--- src/rtl/booth_sequencer_if.sv ---
// booth_sequencer_if: operand-accept and product-return handshakes of the Booth sequencer
interface booth_sequencer_if #(parameter int Width_in = 16);
  logic                    start_valid;
  logic                    start_ready;
  logic [Width_in-1:0]     in_A;
  logic [Width_in-1:0]     in_B;
  logic [2*Width_in-1:0]   product;
  logic                    product_valid;
  logic                    product_ready;
  modport master(output start_valid, in_A, in_B, product_ready,
                 input  start_ready, product, product_valid);
  modport slave (input  start_valid, in_A, in_B, product_ready,
                 output start_ready, product, product_valid);
endinterface

--- src/rtl/booth_sequencer.sv ---
// booth_sequencer: control and add/sub + arithmetic-shift step for a radix-2 sequential Booth multiplier
module booth_sequencer #(
  parameter int Width_in = 16,
  parameter int Width_PP = 2*Width_in+1,
  parameter int Cnt_W    = $clog2(Width_in)
) (
  input  logic                clk,
  input  logic                reset,
  booth_sequencer_if.slave    bus,
  input  logic [Width_PP-1:0] pp_in,
  output logic [Width_PP-1:0] pp_next,
  output logic [Width_in-1:0] b_out,
  output logic                ld,
  output logic                en
);
  typedef enum logic [1:0] {IDLE, LOAD, RUN, DONE} state_t;
  state_t                state_q, state_d;
  logic [Width_in-1:0]   a_q, a_d, b_q, b_d;
  logic [Cnt_W-1:0]      cnt_q, cnt_d;
  logic [1:0]            q;
  logic signed [Width_in:0] u_x, a_x, s;
  always_ff @(posedge clk or negedge reset)
    if (!reset) begin
      state_q <= IDLE;
      a_q     <= '0;
      b_q     <= '0;
      cnt_q   <= '0;
    end else begin
      state_q <= state_d;
      a_q     <= a_d;
      b_q     <= b_d;
      cnt_q   <= cnt_d;
    end
  always_comb begin
    state_d = state_q;
    a_d     = a_q;
    b_d     = b_q;
    cnt_d   = cnt_q;
    case (state_q)
      IDLE: if (bus.start_valid) begin
        state_d = LOAD;
        a_d     = bus.in_A;
        b_d     = bus.in_B;
        cnt_d   = '0;
      end
      LOAD: state_d = RUN;
      RUN: begin
        cnt_d   = cnt_q + 1'b1;
        state_d = cnt_q == Cnt_W'(Width_in-1) ? DONE : RUN;
      end
      DONE: state_d = bus.product_ready ? IDLE : DONE;
      default: state_d = IDLE;
    endcase
  end
  // One extra bit on U and A keeps U-A exact even for A = -2^(Width_in-1)
  always_comb begin
    q       = pp_in[1:0];
    u_x     = {pp_in[Width_PP-1], pp_in[Width_PP-1:Width_in+1]};
    a_x     = {a_q[Width_in-1], a_q};
    s       = q == 2'b01 ? u_x + a_x : q == 2'b10 ? u_x - a_x : u_x;
    pp_next = {s, pp_in[Width_in:1]};
  end
  always_comb begin
    bus.start_ready   = reset && state_q == IDLE;
    ld                = state_q == LOAD;
    en                = state_q == RUN;
    bus.product_valid = state_q == DONE;
    bus.product       = state_q == DONE ? pp_in[Width_PP-1:1] : '0;
    b_out             = b_q;
  end
endmodule

--- src/flat_wrapper.sv ---
// flat-port wrapper written by rule: the top's interface ports become plain ports
module booth_sequencer_flat 
#(
  parameter int Width_in = 16,
  parameter int Width_PP = 2*Width_in+1,
  parameter int Cnt_W    = $clog2(Width_in)
)
  (clk, reset, pp_in, pp_next, b_out, ld, en, bus_start_valid, bus_in_A, bus_in_B, bus_product_ready, bus_start_ready, bus_product, bus_product_valid);
  booth_sequencer_if #(.Width_in(Width_in)) bus_i ();
  input  logic clk;
  input  logic reset;
  input  logic [Width_PP-1:0] pp_in;
  output logic [Width_PP-1:0] pp_next;
  output logic [Width_in-1:0] b_out;
  output logic ld;
  output logic en;
  input wire logic [$bits(bus_i.start_valid)-1:0] bus_start_valid;
  input wire logic [$bits(bus_i.in_A)-1:0] bus_in_A;
  input wire logic [$bits(bus_i.in_B)-1:0] bus_in_B;
  input wire logic [$bits(bus_i.product_ready)-1:0] bus_product_ready;
  output wire logic [$bits(bus_i.start_ready)-1:0] bus_start_ready;
  output wire logic [$bits(bus_i.product)-1:0] bus_product;
  output wire logic [$bits(bus_i.product_valid)-1:0] bus_product_valid;
  assign bus_i.start_valid = bus_start_valid;
  assign bus_i.in_A = bus_in_A;
  assign bus_i.in_B = bus_in_B;
  assign bus_i.product_ready = bus_product_ready;
  assign bus_start_ready = bus_i.start_ready;
  assign bus_product = bus_i.product;
  assign bus_product_valid = bus_i.product_valid;
  booth_sequencer #(.Width_in(Width_in), .Width_PP(Width_PP), .Cnt_W(Cnt_W)) u_core (.clk(clk), .reset(reset), .bus(bus_i), .pp_in(pp_in), .pp_next(pp_next), .b_out(b_out), .ld(ld), .en(en));
endmodule
--- config.mk ---
export PLATFORM = sky130hd
export DESIGN_NAME = booth_sequencer_flat
export DESIGN_NICKNAME = d
export VERILOG_FILES = /design/src/rtl/booth_sequencer_if.sv /design/src/rtl/booth_sequencer.sv /design/src/flat_wrapper.sv
export SDC_FILE = /design/constraint.sdc
export NUM_CORES = 1
export LEC_CHECK = 0
export CORE_ASPECT_RATIO = 0.5
export CORE_UTILIZATION = 25
export DETAILED_ROUTE_END_ITERATION = 12
export PLACE_DENSITY = 0.49
export REMOVE_ABC_BUFFERS = 1
export SLEW_MARGIN = 20
export SYNTH_ARGS = -nofsm -noshare
export SYNTH_HDL_FRONTEND = slang
export SYNTH_SLANG_ARGS = --single-unit
--- constraint.sdc ---
create_clock -name clk -period 9.4 [get_ports clk]
set_input_delay 1.88 -clock clk [delete_from_list [all_inputs] [get_ports clk]]
set_output_delay 1.88 -clock clk [all_outputs]
set_load 0.01 [all_outputs]
==> results.json, run 1 <==
{
  "status": "finished, final reports clean",
  "avgViaCountPerCell": 4.79,
  "die-area_mm2": 0.0154,
  "postCtsResizedCells": 0,
  "switchingPower_w": 0.000660,
  "synth.top_cell.area_share_pct": 25.6,
  "finalSetupViolCount": 0,
  "timing.rr.start": "u_core.state_q[1]",
  "grt_pass1_vias": 3742,
  "start_util_pct": 25.6,
  "wirelength_mm": 12.5,
  "p_sw_share_pct": 45.6,
  "tns_ns": 0,
  "skew_ns": 0.0143,
  "num_rows": 31,
  "post-place-ws_ns": 2.48,
  "yosys_warnings": 0,
  "htree_levels": 2,
  "finalCritPeriodShare_pct": 73.7,
  "mappedNetlistArea_mm2": 0.00372,
  "whs_path_depth": 2,
  "power_frac_comb_pct": 65.8,
  "grt_max_degree": 50,
  "ctsHoldBuffers": 0,
  "grt_overflow_total": 0,
  "ff2ff_path_depth": 5,
  "first_pass_iters": 4,
  "detail_route.wl_per_cell_um": 15.8,
  "synthCells": 479,
  "place.gp.congestion": 0.871,
  "layout.cells.most_common": "clkdlybuf4s50_1",
  "crit_arrival_ns": 5.05,
  "cts_tree": "done",
  "r2r-end": "u_core.cnt_q[2]",
  "insertion_delay_ns": 0.29,
  "ir_worst_vdd_mv": 0.0875,
  "syn_to_final_growth_pct": 43.8,
  "synth-seq-area-share_pct": 25.6,
  "crit_required_ns": 7.52,
  "dr_total_vias": 3787,
  "holdCritStartpoint": "u_core.b_out[2]",
  "clkSinkCount": 38,
  "cts_buffer_depth": 2,
  "ys.flop_type": "dfrtp_1",
  "power_density_mw_per_mm2": 271,
  "port_buffers": 153,
  "period_needed_ns": 6.93,
  "worstSetupPathType": "input port to primary output",
  "ios": 154,
  "grt_pass1_wl_mm": 19.9,
  "setup_ws_ns": 2.47,
  "layout-drive-gt1-share_pct": 5.06,
  "synth_top_cell_by_area": "dfrtp_1",
  "syn_area_per_cell_um2": 7.76,
  "pwr-share-seq_pct": 22.1,
  "max_cap_viol_count": 0,
  "cts-root-buf": "clkbuf_16",
  "rsz0062_at_grt": "false",
  "holdPathEnd": "u_core.b_out[2]",
  "yosys_register_bits": 38,
  "post_cts.repair.setup_buffers": 0,
  "antenna_cells": 0,
  "async_reset_ff_share_pct": 100,
  "slew_headroom_pct": 36.3,
  "hpwl_mm": 9.16,
  "drt_iter0_markers": 151,
  "critPathMaxFanout": 4,
  "fp.coreArea_mm2": 0.0145,
  "num-nets-final": 697,
  "synth_edf_count": 0,
  "power_frac_clock_pct": 12.1,
  "worstHoldPathType": "register to register",
  "leakage_nw": 2.42,
  "clk_pin_slew_worst_paths_ns": 0.06,
  "die_w_um": 174,
  "antenna_found_initial": 0,
  "synth.area.top_cells": "dfrtp_1 (26%), ha_1 (11%), nand2_1 (8.6%), and3_1 (6.2%), a21oi_1 (4.0%)",
  "fp.dieH_um": 88.2,
  "startpoint_type": "input port",
  "tightest_slew_ns": 0.955,
  "cts_made_buffers": 5,
  "finalMaxSlewViolations": 0,
  "final_cell_mix": "clkdlybuf4s50_1 (152), nand2_1 (85), and3_1 (37)",
  "track_usage_pct": 16.2,
  "hold_viol_final": 0,
  "ys_types": 66,
  "r2r_slack_ns": 7.11,
  "drtAntennaViolNets": 0,
  "route.detailed.drc": 0,
  "p_int_w": 0.000788,
  "fmax_mhz": 144,
  "critPathCaptureType": "primary output"
}
==> routing by layer <==
layer | up-vias | wire (µm) | GRT usage (%) | share of wire [%]
met4 | 0 | 67 | 2.55 | 0.54
met3 | 4 | 412 | 2.36 | 3.3
met5 | - | 0 | 0 | 0
met1 | 1817 | 6460 | 23.3 | 52
met2 | 80 | 5570 | 26.4 | 45
li1 | 1886 | - | - | -
==> through the flow <==
step	total power [W]	utilization [%]	instance area, µm²	hold slack [ns]	instances
CTS	0.00145	36.9	5350	0.476	791
detailed placement	0.00127	35.9	5210	0.461	784
global route	0.00158	36.9	5350	0.491	791
floorplan	0.000868	-	3410	0.457	430
global placement	0.00127	35.9	5210	0.462	784
finish	0.00145	36.9	5350	0.473	791
==> registers in the layout, summed over array words and instances, names as in the netlist <==
| name | count |
|---|---|
| u_core.cnt_q | 4 |
| u_core.b_out | 16 |
| u_core.a_q | 16 |
| u_core.state_q | 2 |
==> synthesized netlist by cell type (6+ instances only) <==
master / instances
nand2_1: 85
dfrtp_1: 38
and3_1: 37
ha_1: 33
a21oi_1: 30
inv_1: 28
o21ai_0: 28
nor2_1: 23
clkbuf_1: 22
buf_4: 19
o22ai_1: 12
mux2i_1: 8
nor2b_1: 8
nor3_1: 7
a21o_1: 6
nand3_1: 6
==> worst max-delay path by stage <==
stage,start,to,slack (ns),cells after the start
2_1_floorplan,pp_in[17],pp_next[30],3.76,9
3_3_place_gp,pp_in[1],pp_next[27],2.51,7
3_5_place_dp,pp_in[17],pp_next[30],2.48,12
4_1_cts,pp_in[17],pp_next[30],2.49,12
5_1_grt,pp_in[17],pp_next[30],2.28,12
6_report,pp_in[17],pp_next[30],2.47,12
==> worst max-delay path, cell delays in order <==
cell             delay (ns)
clkdlybuf4s50_1        0.53
inv_1                  0.06
ha_1                   0.22
fa_1                   0.41
inv_1                  0.09
a21oi_1                0.06
o21ai_1                0.25
a31oi_2                0.16
o21ai_0                0.49
o211ai_1               0.15
o221a_1                0.27
clkdlybuf4s50_1        0.48
==> kinds of logic (layout without fill, tap and decap cells) <==
logic type	count (synthesis)	count (layout)	share of synthesized area (%)
simple gates	199	199	26.2
compound gates	121	121	22.6
buf+inv	77	191	11.0
flops	38	38	25.6
fa+ha+maj	35	35	12.2
mux	8	8	2.15
xor+xnor	1	1	0.236
==> final cells by class <==
cell class | count | area (µm²)
fill | 1556 | 9160
clock inverter | 2 | 10.0
timing repair buffer | 156 | 1550
clock buffer | 5 | 125
inverter | 28 | 105
sequential | 38 | 953
multi-input combinational | 364 | 2360
tap | 198 | 248
==> power by group through the flow <==
stage	clock [W]	sequential, W	combinational [W]
6_report	0.000176	0.000320	0.000953
5_1_grt	0.000186	0.000336	0.00105
4_1_cts	0.000180	0.000320	0.000952
3_5_place_dp	0	0.000320	0.000946
3_3_place_gp	0	0.000322	0.000952
2_1_floorplan	0	0.000310	0.000559
(Power assumes the default switching activity.)
==> run 2: changes to the inputs <==
==> constraint.sdc (replaced) <==
create_clock -name clk -period 6.8 [get_ports clk]
set_input_delay 1.36 -clock clk [delete_from_list [all_inputs] [get_ports clk]]
set_output_delay 1.36 -clock clk [all_outputs]
set_load 0.01 [all_outputs]
==> run 2 against run 1 <==
Clock power increased by 43%; sequential share of layout area decreased by 0.10 points; non-clock buffer count increased by 2; global-route usage decreased by 0.52 points; largest power group unchanged.
==> results.json, run 2 (synthesis gave the netlist of run 1 again) <==
{
  "critPathLaunch": "pp_in[17]",
  "r2r_slack_ns": 4.55,
  "tns_ns": 0,
  "ff2ff_path_depth": 5,
  "finalMaxSlewViolations": 0,
  "slowest_delay_ns": 0.53,
  "cts_made_buffers": 5,
  "critical-path-top-delay-family": "compound AO/OA/AOI/OAI gates",
  "clk_pin_slew_worst_paths_ns": 0.06,
  "num_rows": 31,
  "wirelength_mm": 12.2,
  "cpMaxStageDelayCell": "clkdlybuf4s50_1",
  "pwr-share-seq_pct": 22.1,
  "p_int_w": 0.00110,
  "first_pass_iters": 4,
  "p_sw_share_pct": 44.9,
  "postCtsResizedCells": 0,
  "power_frac_comb_pct": 65.4,
  "slew_headroom_pct": 38.9,
  "startpoint_type": "input port",
  "nFillCells": 1513,
  "timing.rr.start": "u_core.state_q[1]",
  "ios": 154,
  "route.detailed.drc": 0,
  "switchingPower_w": 0.000897,
  "crit_required_ns": 5.44,
  "worstSetupPathType": "input port to primary output",
  "cts_buffer_depth": 2,
  "start_util_pct": 25.6,
  "critical_path_depth": 12,
  "rsz0062_at_grt": "false",
  "dr_total_vias": 3754,
  "num-nets-final": 699,
  "r2r-end": "u_core.cnt_q[2]",
  "finalSetupViolCount": 0,
  "status": "finished, final reports clean",
  "detail_route.wl_per_cell_um": 15.4,
  "crit_arrival_ns": 4.50,
  "finalPower_w": 0.00200,
  "critPathCapture": "pp_next[30]",
  "insertion_delay_ns": 0.29,
  "tightest_slew_ns": 0.917,
  "worst-path-buf-inv": 4,
  "syn_to_final_growth_pct": 44.7,
  "cts_tree": "done",
  "cts-root-buf": "clkbuf_16",
  "htree_levels": 2,
  "antenna_found_initial": 0,
  "leakage_nw": 2.43,
  "drtAntennaViolNets": 0,
  "power_density_mw_per_mm2": 372,
  "ir_worst_vdd_mv": 0.126,
  "critPathMaxFanout": 4,
  "layout.cells.most_common": "clkdlybuf4s50_1",
  "place.gp.congestion": 0.858,
  "grt_max_degree": 50,
  "max_cap_viol_count": 0,
  "hold_viol_final": 0,
  "path_cells": "clkdlybuf4s50_1 > inv_1 > ha_1 > fa_1 > inv_1 > a21oi_1 > o21ai_1 > a31oi_2 > o21ai_0 > o211ai_1 > o221a_1 > clkdlybuf4s50_1",
  "skew_ns": 0.00622,
  "fp.coreArea_mm2": 0.0145,
  "grt_overflow_total": 0,
  "power_frac_clock_pct": 12.6,
  "final_cell_mix": "clkdlybuf4s50_1 (152), nand2_1 (85), and3_1 (37)",
  "antenna_cells": 0,
  "port_buffers": 153,
  "fmax_mhz": 171,
  "hpwl_mm": 8.96,
  "grt_pass1_vias": 3764,
  "drt_iter0_markers": 163,
  "ctsHoldBuffers": 0,
  "avgViaCountPerCell": 4.73,
  "grt_pass1_wl_mm": 19.3,
  "layout-drive-gt1-share_pct": 5.54,
  "die_w_um": 174,
  "post_cts.repair.setup_buffers": 0,
  "die-area_mm2": 0.0154,
  "track_usage_pct": 15.7,
  "clkSinkCount": 38,
  "finalCritPeriodShare_pct": 86.2,
  "fp.dieH_um": 88.2,
  "utilization_pct": 37.1,
  "worstHoldPathType": "register to register",
  "period_needed_ns": 5.86,
  "critPathCaptureType": "primary output"
}
## run 2: changes by cell type in the layout (fill, tap and decap cells not counted)
cell | before | now
buf_4 | 3 | 5
clkbuf_8 | 0 | 1
clkinvlp_4 | 0 | 1
clkinv_2 | 2 | 1
## run 2: power groups by stage
stage	sequential, W	clock, W	combinational [W]
2_1_floorplan	0.000428	0	0.000772
3_3_place_gp	0.000445	0	0.00132
3_5_place_dp	0.000441	0	0.00131
4_1_cts	0.000441	0.000261	0.00131
5_1_grt	0.000461	0.000270	0.00145
6_report	0.000441	0.000251	0.00131
## run 2: final cells by class
| class | count | area [µm²] | share of cell area, % |
|---|---|---|---|
| clock buffers | 6 | 139 | 2.58 |
| repair buffers | 158 | 1560 | 29.1 |
| inverters | 28 | 105 | 1.95 |
| well taps | 198 | 248 | 4.60 |
| flip-flops and latches | 38 | 953 | 17.7 |
| clock inverters | 2 | 12.5 | 0.233 |
| multi-input cells | 364 | 2360 | 43.8 |
## run 2: routing by layer
metal | part of all wire [%] | track usage (%)
met1 | 50 | 21.4
met3 | 4.5 | 3.18
met2 | 45 | 26.3
met4 | 0.56 | 2.47
met5 | 0 | 0
## run 2: how the worst min path moves through the flow
stage                                from               to  slack (ns)  cells after the start
after floorplan           u_core.cnt_q[3]  u_core.cnt_q[3]        0.46                      1
after global placement    u_core.b_out[7]  u_core.b_out[7]        0.46                      2
after detailed placement  u_core.b_out[2]  u_core.b_out[2]        0.46                      2
after CTS                 u_core.b_out[2]  u_core.b_out[2]        0.48                      2
after global routing      u_core.b_out[2]  u_core.b_out[2]        0.49                      2
final                     u_core.b_out[2]  u_core.b_out[2]        0.47                      2
## run 2: stage by stage
stage / cells / hold WS (ns) / worst slack, ns / cell area (µm²)
finish: 794 / 0.472 / 0.935 / 5380
global placement: 786 / 0.461 / 0.973 / 5230
global route: 794 / 0.490 / 0.678 / 5380
detailed placement: 786 / 0.461 / 0.918 / 5230
floorplan: 430 / 0.457 / 2.20 / 3410
CTS: 794 / 0.476 / 0.920 / 5380
## run 2: worst min-delay path, stage by stage (launching register included)
cell	delay (ns)
dfrtp_1	0.34
nand2_1	0.05
nand2_1	0.06
